**src/rtl/mp_addsub_seq.sv**
```systemverilog
// Sequential multi-precision adder/subtractor: one ADDER_WIDTH chunk per cycle, LSB chunk first.
// Define MP_ADDSUB_LATCH_OPS_EN to capture iOpA/iOpB on the start edge instead of reading them live.
module mp_addsub_seq #(
    parameter int OPERAND_WIDTH = 512,
    parameter int ADDER_WIDTH   = 128
) (
    input  logic                     iClk,
    input  logic                     iRst,
    input  logic                     iStart,
    input  logic                     iCommand,
    input  logic [OPERAND_WIDTH-1:0] iOpA,
    input  logic [OPERAND_WIDTH-1:0] iOpB,
    output logic [OPERAND_WIDTH:0]   oRes,
    output logic                     oDone
);

    localparam int NCHUNK = OPERAND_WIDTH / ADDER_WIDTH;
    localparam int CNT_W  = (NCHUNK > 1) ? $clog2(NCHUNK) : 1;
    localparam logic [CNT_W-1:0] LAST_CHUNK = CNT_W'(NCHUNK - 1);

    typedef enum logic [1:0] {
        IDLE,
        CALC,
        DONE,
        HOLD
    } state_t;

    state_t                   state;
    logic                     cmd;
    logic                     carry;
    logic [CNT_W-1:0]         chunkCnt;
    logic [OPERAND_WIDTH-1:0] acc;
    logic [OPERAND_WIDTH-1:0] accNext;
    logic [ADDER_WIDTH-1:0]   chunkA;
    logic [ADDER_WIDTH-1:0]   chunkB;
    logic [ADDER_WIDTH:0]     chunkSum;

    // Subtraction is A + ~B + 1: the initial carry supplies the +1.
    function automatic logic [ADDER_WIDTH:0] addChunk(
        input logic [ADDER_WIDTH-1:0] a,
        input logic [ADDER_WIDTH-1:0] b,
        input logic                   invB,
        input logic                   cin
    );
        logic [ADDER_WIDTH-1:0] bEff;
        bEff = invB ? ~b : b;
        return {1'b0, a} + {1'b0, bEff} + {{ADDER_WIDTH{1'b0}}, cin};
    endfunction

`ifdef MP_ADDSUB_LATCH_OPS_EN
    logic [OPERAND_WIDTH-1:0] opA;
    logic [OPERAND_WIDTH-1:0] opB;

    always_comb begin
        chunkA = opA[int'(chunkCnt) * ADDER_WIDTH +: ADDER_WIDTH];
        chunkB = opB[int'(chunkCnt) * ADDER_WIDTH +: ADDER_WIDTH];
    end
`else
    always_comb begin
        chunkA = iOpA[int'(chunkCnt) * ADDER_WIDTH +: ADDER_WIDTH];
        chunkB = iOpB[int'(chunkCnt) * ADDER_WIDTH +: ADDER_WIDTH];
    end
`endif

    assign chunkSum = addChunk(chunkA, chunkB, cmd, carry);

    // Accumulator fills from the top and shifts down, so chunk 0 lands at the bottom after NCHUNK cycles.
    generate
        if (NCHUNK > 1) begin : gAccShift
            assign accNext = {chunkSum[ADDER_WIDTH-1:0], acc[OPERAND_WIDTH-1:ADDER_WIDTH]};
        end else begin : gAccSingle
            assign accNext = chunkSum[ADDER_WIDTH-1:0];
        end
    endgenerate

    always_ff @(posedge iClk) begin
        if (iRst) begin
            state    <= IDLE;
            oRes     <= '0;
            oDone    <= 1'b0;
            cmd      <= 1'b0;
            carry    <= 1'b0;
            chunkCnt <= '0;
            acc      <= '0;
`ifdef MP_ADDSUB_LATCH_OPS_EN
            opA      <= '0;
            opB      <= '0;
`endif
        end else begin
            case (state)
                IDLE: begin
                    oDone <= 1'b0;
                    if (iStart) begin
                        cmd      <= iCommand;
                        carry    <= iCommand;
                        chunkCnt <= '0;
`ifdef MP_ADDSUB_LATCH_OPS_EN
                        opA      <= iOpA;
                        opB      <= iOpB;
`endif
                        state    <= CALC;
                    end
                end
                CALC: begin
                    acc   <= accNext;
                    carry <= chunkSum[ADDER_WIDTH];
                    if (chunkCnt == LAST_CHUNK) begin
                        chunkCnt <= '0;
                        oRes     <= {chunkSum[ADDER_WIDTH], accNext};
                        oDone    <= 1'b1;
                        state    <= DONE;
                    end else begin
                        chunkCnt <= chunkCnt + CNT_W'(1);
                    end
                end
                DONE: begin
                    oDone <= 1'b0;
                    state <= HOLD;
                end
                HOLD: begin
                    oDone <= 1'b0;
                    // A start still held from the previous request must drop before a new one is taken.
                    if (!iStart) begin
                        state <= IDLE;
                    end
                end
                default: begin
                    oDone <= 1'b0;
                    state <= IDLE;
                end
            endcase
        end
    end

endmodule

```
**config.mk**
```make
export PLATFORM = sky130hd
export DESIGN_NAME = mp_addsub_seq
export DESIGN_NICKNAME = d
export VERILOG_FILES = /design/src/rtl/mp_addsub_seq.sv
export SDC_FILE = /design/constraint.sdc
export NUM_CORES = 2
export LEC_CHECK = 0
export CORE_AREA = 2 2 606 608
export CTS_CLUSTER_SIZE = 12
export DETAILED_ROUTE_END_ITERATION = 12
export DIE_AREA = 0 0 608 610
export PLACE_DENSITY = 0.35
export SETUP_SLACK_MARGIN = 0.15
export SYNTH_ARGS = -nofsm -noshare
export SYNTH_HDL_FRONTEND = slang
export SYNTH_SLANG_ARGS = --single-unit
```
**constraint.sdc**
```tcl
create_clock -name iClk -period 6.1 [get_ports iClk]
set_input_delay 1.22 -clock iClk [delete_from_list [all_inputs] [get_ports iClk]]
set_output_delay 1.22 -clock iClk [all_outputs]
set_load 0.02 [all_outputs]
```
==> results.py <==
metrics = {
    "timing": {
        "relSlewSlack": 0.0310,
        "clock_skew_ps": 84.7,
        "worst_pin_slew_ps": 1450,
        "finalSetupViolCount": 0,
        "drv_slew": 0,
        "fin_crit_ps": 5900,
        "post-route-period-util": 0.967,
        "grt_setup_unrepaired": "no",
        "hold_viol_final": 0,
        "max_freq_ghz": 0.170,
    },
    "synthesis": {
        "synth_compound_gate_area_share": 0.141,
        "async_reset_ff_frac": 0,
        "yosysWarnings": 0,
        "synth.mux.area_fraction": 0.194,
        "syn_area_per_cell_um2": 8.76,
        "synth_edf_count": 0,
        "ys_types": 89,
        "yosysSeqAreaShare": 0.380,
        "netlist_instances": 5433,
        "synthesis.area_um2": 47600,
        "synthSimpleGateAreaFrac": 0.168,
        "yosys_register_bits": 904,
        "synthAdderAreaFrac": 0.0355,
        "synth_top_flop_cell": "dfxtp_1",
        "syn-num-nets": 6595,
        "synth_top_family_by_area": "multiplexers",
        "synth-xor-area-share": 0.0425,
    },
    "cells_and_area": {
        "fill_cells": 40400,
        "finalNonFillerCells": 11900,
        "drive_above_1_share": 0.118,
        "area_delta_synth_final_pct": 56.0,
        "seqCellArea_um2": 18100,
        "utilization": 0.204,
        "final_nets": 8161,
        "fin_area_um2": 74300,
        "multiInputGateArea_um2": 27700,
    },
    "power_and_ir_drop": {
        "p_per_area_nw_per_um2": 434,
        "seqPwrFrac": 0.241,
        "p_leak_nw": 25.5,
        "clkPwrFrac": 0.211,
        "combPwrFrac": 0.548,
        "intPower_mw": 17.3,
        "p_sw_mw": 14.9,
        "ir_drop_v": 0.000279,
        "switching_share": 0.463,
    },
    "status": {
        "status": "finished, final reports clean",
    },
    "clocking": {
        "post-cts-setup-buffer-count": 0,
        "cts_tree": "built",
        "cts-root-buf": "clkbuf_16",
        "cts.sinks": 904,
        "numCtsBuffers": 107,
        "cts.reportedPaths.clkPinSlew_ps": 60,
        "cts-htree-levels": 3,
        "cts_buffer_depth": 3,
        "worstSkewPairLatency_ps": 770,
        "ctsHoldBuffers": 0,
    },
    "global_route": {
        "antenna_found_initial": 111,
        "grt_pass1_vias": 48300,
        "grt_first_pass_wirelength_um": 462000,
        "grt_usage": 0.184,
        "grt_max_degree": 224,
        "grt_remaining_overflow": 0,
    },
    "worst_setup_path": {
        "start_kind": "input pin",
        "critical_path_arrival_ps": 6580,
        "end_kind": "flip-flop",
        "cp-startpoint": "iOpB[0]",
        "path_class": "in -> reg",
        "crit_required_ps": 6780,
        "worstReg2RegStart": "chunkCnt[0]$_SDFFE_PP0P_",
        "cp_max_fo": 3,
        "ff2ff_path_depth": 21,
        "reg2reg_slack_ps": 400,
    },
    "route": {
        "via_per_inst": 4.03,
        "avgRoutedWirePerCell_um": 29.8,
        "firstDrtPassIters": 5,
        "drt-initial-drc-count": 3148,
        "num_vias": 48100,
        "finalWirelength_um": 355000,
        "drc": 0,
        "postRouteAntennaNets": 0,
    },
    "place": {
        "placed_area_um2": 70500,
        "portBuffers": 1541,
        "hpwl_um": 303000,
        "gp_congestion": 0.907,
        "placed_cells": 11700,
    },
    "floorplan": {
        "rows": 222,
        "coreArea_um2": 364000,
        "fp.dieH_um": 610,
        "start_util": 0.131,
        "io_pins": 1542,
        "die-area_um2": 371000,
        "die-width_um": 608,
    },
    "worst_hold_path": {
        "min_path_type": "reg -> reg",
        "holdPathStages": 2,
        "hold_start": "acc[136]$_SDFFE_PP0P_",
    },
    "job": {
        "cap_violations": 0,
    },
}
## area by class of cell
| cell class | count | area share |
|---|---|---|
| Sequential cell | 904 | 0.244 |
| Clock buffer | 154 | 0.0422 |
| Timing Repair Buffer | 1888 | 0.248 |
| Antenna cell | 32 | 0.00108 |
| Tap cell | 4816 | 0.0811 |
| Clock inverter | 46 | 0.00793 |
| Multi-Input combinational cell | 4041 | 0.373 |
| Inverter | 57 | 0.00295 |
## worst max-delay path: stages
cell	delay, ps
clkdlybuf4s50_1	590
mux4_2	600
xnor2_1	160
buf_4	180
fa_2	410
inv_1	110
fa_1	200
a21oi_1	140
o211ai_1	470
nand2_1	170
a2111oi_2	500
buf_12	170
nor3_2	70
a211o_2	490
nand3_1	230
nand3_1	160
a31oi_2	330
o22ai_1	170
o31ai_1	200
## through the flow
step                hold slack [ps]  total power, mW  TNS [ps]  worst slack, ps
global route                    403             34.0         0              178
finish                          388             32.2         0              201
global placement                437             25.7    -50000             -805
CTS                             383             32.7         0              179
detailed placement              441             25.7    -46990             -746
floorplan                       431             15.7         0             1090
## placed cells by master (no fill, tap or decap), types with 10 or more instances in the layout
cell type / n
a32oi_1: 17
nand4_1: 79
xor2_1: 174
xnor2_1: 55
a21boi_0: 11
clkdlybuf4s50_1: 1540
mux4_2: 256
mux2i_1: 348
a31oi_1: 12
o21ai_1: 13
nand2b_1: 24
buf_12: 28
nor4_1: 14
nand2_1: 1135
diode_2: 32
o21ai_0: 142
o21bai_1: 45
clkbuf_16: 107
nand3_1: 57
a21o_1: 53
nor2_1: 482
buf_4: 319
clkinv_2: 24
o211ai_1: 11
clkbuf_8: 28
inv_1: 55
ha_1: 131
o21a_1: 17
a211o_1: 10
a211oi_1: 24
a21oi_1: 677
dfxtp_1: 901
a221oi_1: 11
clkbuf_1: 19
o22ai_1: 17
nor3_1: 55
## power by group through the flow
| stage | logic (mW) | registers [mW] | clock network [mW] |
|---|---|---|---|
| 6_report | 17.7 | 7.75 | 6.81 |
| 5_1_grt | 18.9 | 7.86 | 7.27 |
| 4_1_cts | 17.9 | 7.79 | 7.08 |
| 3_5_place_dp | 17.8 | 7.92 | 0 |
| 3_3_place_gp | 17.8 | 7.91 | 0 |
| 2_1_floorplan | 8.71 | 6.95 | 0 |
## timing repair
item,4_1_cts,5_1_grt
hold endpoints to repair,0,0
gates resized for setup,2,3
endpoints found under the setup margin,9,12
## registers in the layout, indices dropped and copies added (netlist names)
signal,count
acc,384
carry,1
chunkCnt,2
cmd,1
oDone,1
oRes,513
state,2
## cell families after synthesis
kind of cell / Yosys count
AOI/OAI and AO/OA: 1140
xor gates and xnor gates: 231
and+or+nand+nor: 1932
buffers and inverters: 488
muxes: 604
DFF: 904
adders and majority gates: 134
## synthesized netlist by cell type, drive strengths merged, types with 6 or more instances
cell type  instances  share of area
ha               132          0.035
o21bai            45         0.0071
nor4              17         0.0024
a21boi            15         0.0024
a211oi            25         0.0040
o221ai             6         0.0011
or2                7        0.00092
and2               6        0.00079
o21ai            158          0.017
or3                8         0.0011
a31oi             14         0.0021
clkbuf           319          0.025
nand2b            24         0.0032
nand3             57         0.0060
mux4             256           0.12
nor2b              8         0.0011
buf              112         0.0095
o22ai             17         0.0022
o211ai            12         0.0020
xnor2             56          0.010
a221oi            12         0.0023
a21o              53         0.0084
o311ai            10         0.0020
or4                9         0.0014
xor2             175          0.032
nand4             80          0.011
a21oi            679          0.072
nor2             482          0.038
nand3b             6        0.00095
nand2           1138          0.090
inv               57         0.0045
a32oi             17         0.0031
and3               9         0.0012
mux2i            348          0.073
o31ai              9         0.0014
a211o             11         0.0020
nor3              60         0.0069
nor4b              8         0.0016
dfxtp            904           0.38
o2111ai            7         0.0017
o21a              17         0.0027
## final timing paths
kind,end
min,oRes[8]$_SDFFE_PP0P_
min reg2reg,oRes[8]$_SDFFE_PP0P_
max reg2reg,oRes[440]$_SDFFE_PP0P_
max,carry$_SDFFE_PP0P_
## metal layers
layer	global-route usage	up-vias	share of wire
li1	-	22300	-
met1	0.221	23800	0.41
met2	0.331	1538	0.50
met3	0.0251	404	0.040
met4	0.0691	12	0.042
met5	0	-	0.00022
No activity file was read; power rests on OpenSTA's default activity.
